File: src/rtl/axi4_stream_pkt_tx.sv
`default_nettype none
// ============================================================================
//  Module   : axi4_stream_pkt_tx
//  Purpose  : AXI4-Stream master that turns one command (byte length + seed)
//             into one packet of incrementing payload bytes, with tkeep and
//             tlast framing, a done pulse and a completed-packet counter.
//  Revision : 1.0 - initial release
// ============================================================================
module axi4_stream_pkt_tx #(
  parameter int unsigned BUS_WIDTH = 32,
  parameter int unsigned LEN_W     = 16,
  parameter int unsigned CNT_W     = 32,
  localparam int unsigned NB       = ((BUS_WIDTH - 1) / 8) + 1,
  localparam int unsigned DW       = NB * 8
) (
  input  logic             aclk,
  input  logic             areset,
  input  logic             cmd_valid,
  output logic             cmd_ready,
  input  logic [LEN_W-1:0] cmd_len,
  input  logic [7:0]       cmd_seed,
  output logic             m_tvalid,
  input  logic             m_tready,
  output logic [DW-1:0]    m_tdata,
  output logic [NB-1:0]    m_tkeep,
  output logic             m_tlast,
  output logic             busy,
  output logic             done,
  output logic [CNT_W-1:0] pkt_count
);

  // Wide enough that offset + lane index never overflows, even for the
  // largest legal length.
  localparam int unsigned WW = LEN_W + $clog2(NB + 1) + 1;

  typedef enum logic [0:0] {
    S_IDLE = 1'b0,
    S_SEND = 1'b1
  } state_t;

  state_t             state_q, state_d;
  logic [LEN_W-1:0]   len_q, len_d;
  logic [7:0]         seed_q, seed_d;
  logic [LEN_W-1:0]   off_q, off_d;
  logic               tvalid_q, tvalid_d;
  logic [DW-1:0]      tdata_q, tdata_d;
  logic [NB-1:0]      tkeep_q, tkeep_d;
  logic               tlast_q, tlast_d;
  logic               done_q, done_d;
  logic [CNT_W-1:0]   cnt_q, cnt_d;
  logic               rdy_q, rdy_d;

  // Beat builder operands and results
  logic [7:0]         b_seed;
  logic [LEN_W-1:0]   b_len;
  logic [LEN_W-1:0]   b_off;
  logic [DW-1:0]      b_data;
  logic [NB-1:0]      b_keep;
  logic               b_last;

  logic               accept;
  logic               xfer;

  assign accept = rdy_q & cmd_valid;
  assign xfer   = tvalid_q & m_tready;

  // Pick the operands of the beat to be loaded next: the first beat of a
  // fresh command in IDLE, otherwise the beat following the current one.
  always_comb begin
    if (state_q == S_IDLE) begin
      b_seed = cmd_seed;
      b_len  = cmd_len;
      b_off  = '0;
    end else begin
      b_seed = seed_q;
      b_len  = len_q;
      b_off  = off_q + LEN_W'(NB);
    end
  end

  // Build one beat: lanes past the end of the packet get keep=0 and data 0.
  always_comb begin
    b_data = '0;
    b_keep = '0;
    for (int i = 0; i < int'(NB); i++) begin
      if ((WW'(b_off) + WW'(i)) < WW'(b_len)) begin
        b_keep[i]          = 1'b1;
        b_data[i*8 +: 8]   = b_seed + 8'(b_off) + 8'(i);
      end
    end
    b_last = (WW'(b_off) + WW'(NB)) >= WW'(b_len);
  end

  // Next-state and next-output logic for the command/packet FSM.
  always_comb begin
    state_d  = state_q;
    len_d    = len_q;
    seed_d   = seed_q;
    off_d    = off_q;
    tvalid_d = tvalid_q;
    tdata_d  = tdata_q;
    tkeep_d  = tkeep_q;
    tlast_d  = tlast_q;
    done_d   = 1'b0;
    cnt_d    = cnt_q;

    case (state_q)
      S_IDLE: begin
        if (accept) begin
          len_d  = cmd_len;
          seed_d = cmd_seed;
          off_d  = '0;
          if (cmd_len == '0) begin
            // Empty packet: completes without ever raising tvalid.
            done_d = 1'b1;
            cnt_d  = cnt_q + CNT_W'(1);
          end else begin
            state_d  = S_SEND;
            tvalid_d = 1'b1;
            tdata_d  = b_data;
            tkeep_d  = b_keep;
            tlast_d  = b_last;
          end
        end
      end
      S_SEND: begin
        if (xfer) begin
          if (tlast_q) begin
            state_d  = S_IDLE;
            tvalid_d = 1'b0;
            tdata_d  = '0;
            tkeep_d  = '0;
            tlast_d  = 1'b0;
            done_d   = 1'b1;
            cnt_d    = cnt_q + CNT_W'(1);
          end else begin
            off_d    = b_off;
            tdata_d  = b_data;
            tkeep_d  = b_keep;
            tlast_d  = b_last;
          end
        end
      end
      default: begin
        state_d = S_IDLE;
      end
    endcase
  end

  // cmd_ready is registered so it stays low through reset and only rises
  // on the first edge after release.
  always_comb begin
    rdy_d = (state_d == S_IDLE);
  end

  // State and output registers; reset clears everything asynchronously.
  always_ff @(posedge aclk or posedge areset) begin
    if (areset) begin
      state_q  <= S_IDLE;
      len_q    <= '0;
      seed_q   <= '0;
      off_q    <= '0;
      tvalid_q <= 1'b0;
      tdata_q  <= '0;
      tkeep_q  <= '0;
      tlast_q  <= 1'b0;
      done_q   <= 1'b0;
      cnt_q    <= '0;
      rdy_q    <= 1'b0;
    end else begin
      state_q  <= state_d;
      len_q    <= len_d;
      seed_q   <= seed_d;
      off_q    <= off_d;
      tvalid_q <= tvalid_d;
      tdata_q  <= tdata_d;
      tkeep_q  <= tkeep_d;
      tlast_q  <= tlast_d;
      done_q   <= done_d;
      cnt_q    <= cnt_d;
      rdy_q    <= rdy_d;
    end
  end

  assign cmd_ready = rdy_q;
  assign m_tvalid  = tvalid_q;
  assign m_tdata   = tdata_q;
  assign m_tkeep   = tkeep_q;
  assign m_tlast   = tlast_q;
  assign busy      = (state_q == S_SEND);
  assign done      = done_q;
  assign pkt_count = cnt_q;

endmodule
`default_nettype wire
File: config.mk
export PLATFORM = sky130hd
export DESIGN_NAME = axi4_stream_pkt_tx
export DESIGN_NICKNAME = d
export VERILOG_FILES = /design/src/rtl/axi4_stream_pkt_tx.sv
export SDC_FILE = /design/constraint.sdc
export NUM_CORES = 1
export LEC_CHECK = 0
export ABC_CLOCK_PERIOD_IN_PS = 6700
export BUFFER_PORTS_ARGS = -buffer_cell sky130_fd_sc_hd__buf_2
export CAP_MARGIN = 20
export CORE_ASPECT_RATIO = 0.5
export CORE_UTILIZATION = 54
export CTS_BUF_LIST = sky130_fd_sc_hd__clkbuf_4
export CTS_CLUSTER_DIAMETER = 50
export DETAILED_ROUTE_END_ITERATION = 10
export HOLD_SLACK_MARGIN = 0.02
export MAX_ROUTING_LAYER = met4
export PLACE_DENSITY_LB_ADDON = 0.15
export SETUP_SLACK_MARGIN = 0.3
export SLEW_MARGIN = 15
export SYNTH_ARGS = -nofsm -noshare
export SYNTH_HDL_FRONTEND = slang
export SYNTH_SLANG_ARGS = --single-unit
File: constraint.sdc
create_clock -name aclk -period 6.7 [get_ports aclk]
set_input_delay 0.67 -clock aclk [delete_from_list [all_inputs] [get_ports aclk]]
set_output_delay 0.67 -clock aclk [all_outputs]
set_load 0.01 [all_outputs]
**After elaboration in Yosys (flattened, before gate mapping)**

Cells that the tools add are included.

- Flip-flop bits (word level): 113
- Input port bits: 28
- Output and inout bits: 73

- Add/sub/neg operators: 10
- $lt $le $gt $ge: 5
- Eq/ne operators: 6
- Mux-type cells: 50
- Bitwise gates (word level): 4
- Reductions and logical operators: 6

Operators by type and width:

| kind | count |
|---|---|
| 32-bit 2-to-1 mux | 8 |
| 32-bit one-hot mux with 2 select lines | 2 |
| 16-bit 2-to-1 mux | 5 |
| 17-bit by 16-bit < comparator with 1-bit output | 3 |
| 8-bit 2-to-1 mux | 5 |
| 16-bit by 2-bit adder with 17-bit output (second input constant) | 2 |
| 32-bit by 1-bit adder with 32-bit output (second input constant) | 1 |
| 16-bit one-hot mux with 2 select lines | 1 |
| 1-bit 2-to-1 mux | 20 |
| 16-bit by 1-bit adder with 17-bit output (second input constant) | 1 |
| 16-bit by 3-bit adder with 17-bit output (second input constant) | 1 |
| 17-bit by 16-bit >= comparator with 1-bit output | 1 |
| 16-bit by 3-bit adder with 16-bit output (second input constant) | 1 |
| 8-bit by 2-bit adder with 8-bit output (second input constant) | 2 |
| 16-bit logical NOT | 1 |
| 16-bit < comparator | 1 |
| 4-bit 2-to-1 mux | 4 |
| 8-bit by 1-bit adder with 8-bit output (second input constant) | 1 |
| 8-bit adder | 1 |
| 1-bit one-hot mux with 2 select lines | 4 |
| 4-bit one-hot mux with 2 select lines | 1 |
| 4-bit AND reduction | 2 |
| 2-bit by 1-bit != test with 1-bit output (second input constant) | 3 |
| 2-bit != test (second input constant) | 3 |
| 4 further kinds | 7 |

**Depth between registers and ports, before layout**

- Depth after elaboration: 8
- Mapped depth: 19

**Worst setup path after synthesis**

Ideal clock, no wire load.

- Path kind: reg2reg
- From: reg state_q (netlist: busy)
- To: reg tdata_q[26] (netlist: m_tdata[26])
- Arrival time: 4141 ps
- Required time: 6604 ps
- Setup slack: 2464 ps
- Stages on the path, launching flop included: 20
- Clock period less this slack: 4236 ps
- Cell sequence: dfrtp_1 > buf_2 > buf_2 > buf_1 > nand2_1 > inv_1 > ha_1 > nand2_1 > or3_1 > nor2_1 > nand2_1 > xnor2_1 > ha_1 > a21oi_1 > nor2b_1 > o21ai_0 > nand2_1 > a2111oi_0 > o31ai_1 > o31ai_1

- Cells in the longest elaborated chain, start to end: 7
- Elaborated cells on any way between the ends: 18
- Classes of those cells: add/sub (3); order compare (1); eq/ne (3); mux (9); bitwise (1); reduce/logical (1)

Ends and longest elaborated chain:

| what | RTL line | RTL |
|---|---|---|
| start: declaration | 41 | `state_t state_q, state_d;` |
| start signal: assignment | 171 | `state_q <= state_d;` |
| 16-bit 2-to-1 mux or 8-bit 2-to-1 mux (tied branches) | 70 | `if (state_q == S_IDLE) begin` |
| 16-bit by 2-bit adder with 17-bit output or 8-bit adder (tied branches) | 86, 88 |  |
| 17-bit by 16-bit < comparator with 1-bit output or 8-bit by 2-bit adder with 8-bit output (tied branches) | 86, 88 |  |
| 8-bit 2-to-1 mux | 86 | `if ((WW'(b_off) + WW'(i)) < WW'(b_len)) begin` |
| 32-bit 2-to-1 mux, on equally long branches | 128, 113 |  |
| 32-bit 2-to-1 mux, on equally long branches | 127, 109 |  |
| 32-bit one-hot mux with 2 select lines | 107 | `case (state_q)` |
| end signal: assignment | 176 | `tdata_q <= tdata_d;` |
| end: declaration | 46 | `logic [DW-1:0] tdata_q, tdata_d;` |

Several ways; a longest one is shown, not always the timed one. The select of a mux whose other input is x is not followed.
A chain may end at the register's enable or synchronous reset.

**Final worst setup path**

- From: reg off_q[7]
- To: reg tdata_q[30] (netlist: m_tdata[30])

- Cells in the longest elaborated chain, start to end: 8
- Elaborated cells on any way between the ends: 10
- Classes of those cells: add/sub (2); order compare (1); mux (7)

Ends and longest elaborated chain:

| what | RTL line | RTL |
|---|---|---|
| start: declaration | 44 | `logic [LEN_W-1:0] off_q, off_d;` |
| start signal: assignment | 162 | `off_q <= '0;` |
| start signal: assignment | 174 | `off_q <= off_d;` |
| 16-bit by 3-bit adder with 16-bit output * | 77 | `b_off = off_q + LEN_W'(NB);` |
| 16-bit 2-to-1 mux * | 70 |  |
| 16-bit by 2-bit adder with 17-bit output * | 86 |  |
| 17-bit by 16-bit < comparator with 1-bit output * | 86 |  |
| 8-bit 2-to-1 mux * | 86 |  |
| 32-bit 2-to-1 mux, on equally long branches | 128, 113 |  |
| 32-bit 2-to-1 mux, on equally long branches | 127, 109 |  |
| 32-bit one-hot mux with 2 select lines * | 107 |  |

Mark *: on every way between the ends. The rest lies on a longest branch, timed or not. The select of a mux whose other input is x is not followed.

==> summary.txt <==
Status
  • Outcome: completed

Detailed routing
  • Final wirelength: between 20000 and 25000 um
  • Post-DR vias/cell: 5.75
  • DRT iter0 DRCs: 552
  • WL per Instance: approximately 18 um
  • Vias: ~6800
  • DRT Pass-1 Iters: 6
  • ANT nets after route: 0
  • Residual DRC count: 0

Finish
  • Area Growth Syn to Fin: 11.8%
  • Final core occ: roughly 63%
  • ANT cells: 0
  • Commonest non-fill, non-tap cells in the layout: dfrtp_1, buf_2, nand2_1
  • Share of post-route cells with drive strength above 1: around a fifth
  • Nets@finish: 1089
  • Post-route cell area: ~9300 um^2
  • Commonest non-fill, non-tap cell in the layout: dfrtp_1

Logic synthesis
  • Cell variety after synth: between 60 and 70
  • Largest family of logic cells by synthesized area: simple AND/OR/NAND/NOR gates
  • Post-Synth XOR/XNOR Area: about 12%
  • Syn Area/Cell: 9.65 um^2
  • EDFF count, synth: 0
  • Post-synth net total: around 990
  • Mux cell area share after synthesis: between 6 and 7%
  • Main flop type after synthesis: dfrtp_1
  • Synth Area in Simple Gates: between 10% and 20%
  • Proportion of synthesized chip area in sequential cells: about a third
  • Synth Register Bits: 113
  • Synth Area in Compound Gates: 12.9%
  • Warnings from Yosys: 0
  • Post-Syn Area: ~8300 um^2
  • Synthesized-area fraction occupied by adder cells: between 10 and 15%
  • Post-synthesis cell count: roughly 860
  • Async SR Flop Fraction: between 90% and 100%

Setup path
  • Worst R2R End: m_tdata[30]
  • Worst flop-to-flop path startpoint: off_q[7]
  • Reg2Reg Setup Slack: ~1800 ps
  • Crit. End Element: flop
  • WS Path Type: flop to flop
  • WP data arrival: ~5300 ps
  • Crit path max fanout: 10
  • R2R cell count: 14
  • Startpoint Class: flop
  • Worst endpoint required time: around 7100 ps

Clock tree
  • CTS tree: yes
  • Clock root cell: clkbuf_4
  • Hold buffer count at CTS: 0
  • Worst-Skew Late Latency: between 500 and 600 ps
  • Post_cts resized: 0
  • CTS buffer count: 17
  • Clk pin slew, worst setup/hold paths: roughly 130 ps
  • # Post-CTS Setup Buffers: 0
  • Number of H-tree levels: 4
  • Clk sink count: about 110
  • Clock Path Buffers: 2

GRT
  • Grt total ovfl: 0
  • Initial antenna violation count: 0
  • Largest net degree at the start of global routing: 68
  • First-pass GRT wire length: roughly 35000 um
  • GRT Util Overall: between 20% and 30%
  • Vias in the first global route: 6493

Place
  • GP Congestion: 0.990
  • Buffers on Ports: 100
  • Post-DP HPWL: roughly 16000 um
  • Placed Area: about 9000 um^2

Timing
  • Pins Over Slew Limit: 0
  • Max Clk Rate: 204 MHz
  • Fin. Hold Viols: 0
  • WHS: approximately 280 ps
  • Setup Skew: approximately 28 ps
  • Relative slew slack: about 33%
  • Tcrit/Tclk final: 73.1%
  • Min Tclk post-route: around 5000 ps
  • Final setup violating endpoints: 0
  • Setup TNS: 0 ps
  • RSZ-0062 raised after global routing: no
  • Worst-Margin Slew: 1000 ps

Power
  • VDD IR-drop max: around 0.18 mV
  • P_leak: approximately 4.5 nW
  • Power Total: around 3.6 mW
  • Pwr Density: approximately 380 nW/um^2

Hold path
  • Worst hold path type: primary input to async pin

Die
  • Initial core utilization: between 50% and 60%
  • Row Count: 31
  • Die width: approximately 180 um
  • I/O pin count: 101
  • Die Footprint: ~16000 um^2
  • Core Box Area: ~15000 um^2
  • Die H: between 80 and 90 um

Flow run
  • Max-cap violations: 0
-- state kept, by name, summed over array words and instances, names as in the netlist --
| name | cells |
|---|---|
| m_tlast | 1 |
| m_tvalid | 1 |
| busy | 1 |
| cmd_ready | 1 |
| len_q | 16 |
| seed_q | 8 |
| m_tdata | 32 |
| off_q | 16 |
| pkt_count | 32 |
| done | 1 |
| m_tkeep | 4 |
-- logic make-up (layout without fill, tap and decap cells) --
group | count (synthesis) | after routing
xor gates and xnor gates | 113 | 113
buffers and inverters | 61 | 176
and+or+nand+nor | 268 | 268
muxes | 53 | 53
DFF | 113 | 113
AOI/OAI and AO/OA | 161 | 161
adders and majority gates | 95 | 95
-- cells in the mapped netlist (all sizes together) (4+ instances only) --
cell type / n / area (um^2)
dfrtp: 113 / 2830
nand2: 99 / 374
ha: 94 / 1180
xnor2: 92 / 806
o21ai: 47 / 239
mux2: 36 / 405
nand3: 35 / 188
nor2: 35 / 149
inv: 33 / 124
o31ai: 28 / 210
a21oi: 23 / 115
nor3: 23 / 153
xor2: 20 / 175
a21o: 19 / 143
mux2i: 17 / 174
buf: 14 / 72.6
nand4: 14 / 100
nor2b: 13 / 81.3
o21a: 12 / 90.1
clkbuf: 10 / 37.5
and3: 9 / 56.3
nor4: 9 / 71.3
a211oi: 8 / 65.1
and2: 6 / 37.5
and4: 6 / 52.6
nand2b: 5 / 31.3
a2111oi: 4 / 35.0
clkinv: 4 / 20.0
o211ai: 4 / 30.0
or3: 4 / 25.0
-- final cells by class --
type | instances | area (um^2)
clock buffer | 18 | 135
clock inverter | 14 | 155
fill | 1293 | 5450
inverter | 37 | 146
multi-input combinational | 690 | 5260
sequential | 113 | 2830
tap | 198 | 248
timing repair buffer | 107 | 553
-- worst max-delay path by stage --
stage	endpoint	cells after the start	slack (ps)	startpoint
floorplan	m_tdata[26]	19	2460	busy
global placement	m_tdata[15]	14	2160	off_q[7]
detailed placement	m_tdata[30]	14	2050	off_q[7]
CTS	m_tdata[30]	14	1930	off_q[7]
global route	m_tdata[12]	14	1430	off_q[7]
finish	m_tdata[30]	14	1800	off_q[7]
-- critical path: stages (launching register included) --
cell and delay, ps:
dfrtp_1 580, nand4_2 260, nor4_1 450, mux2i_2 650
o21ai_0 190, nand4bb_1 320, nor2_1 210, xnor2_1 90
ha_1 320, a211oi_1 390, nand2_1 160, a2111oi_0 520
o31ai_1 150, buf_4 200, o31ai_1 300
-- per-layer routing --
metal / GRT usage, % / share of wire (%) / vias to the layer above
met1: 40.9 / 50 / 3265
met4: 6.98 / 1.1 / 0
met2: 42.0 / 43 / 177
met3: 4.74 / 5.8 / 23
li1: - / - / 3305
met5: - / 0 / -
-- report_power, final --
group          switching (mW)  total, mW  internal (mW)
Combinational            1.16       2.00          0.846
Sequential              0.147       1.04          0.894
Clock                   0.311      0.542          0.231
Total                    1.61       3.58           1.97
-- per-stage QoR --
stage	cells	worst slack, ps
floorplan	864	2460
global placement	1145	2160
detailed placement	1145	2050
CTS	1177	1930
global route	1177	1430
finish	1177	1800
Power figures use the tool's default switching activity.
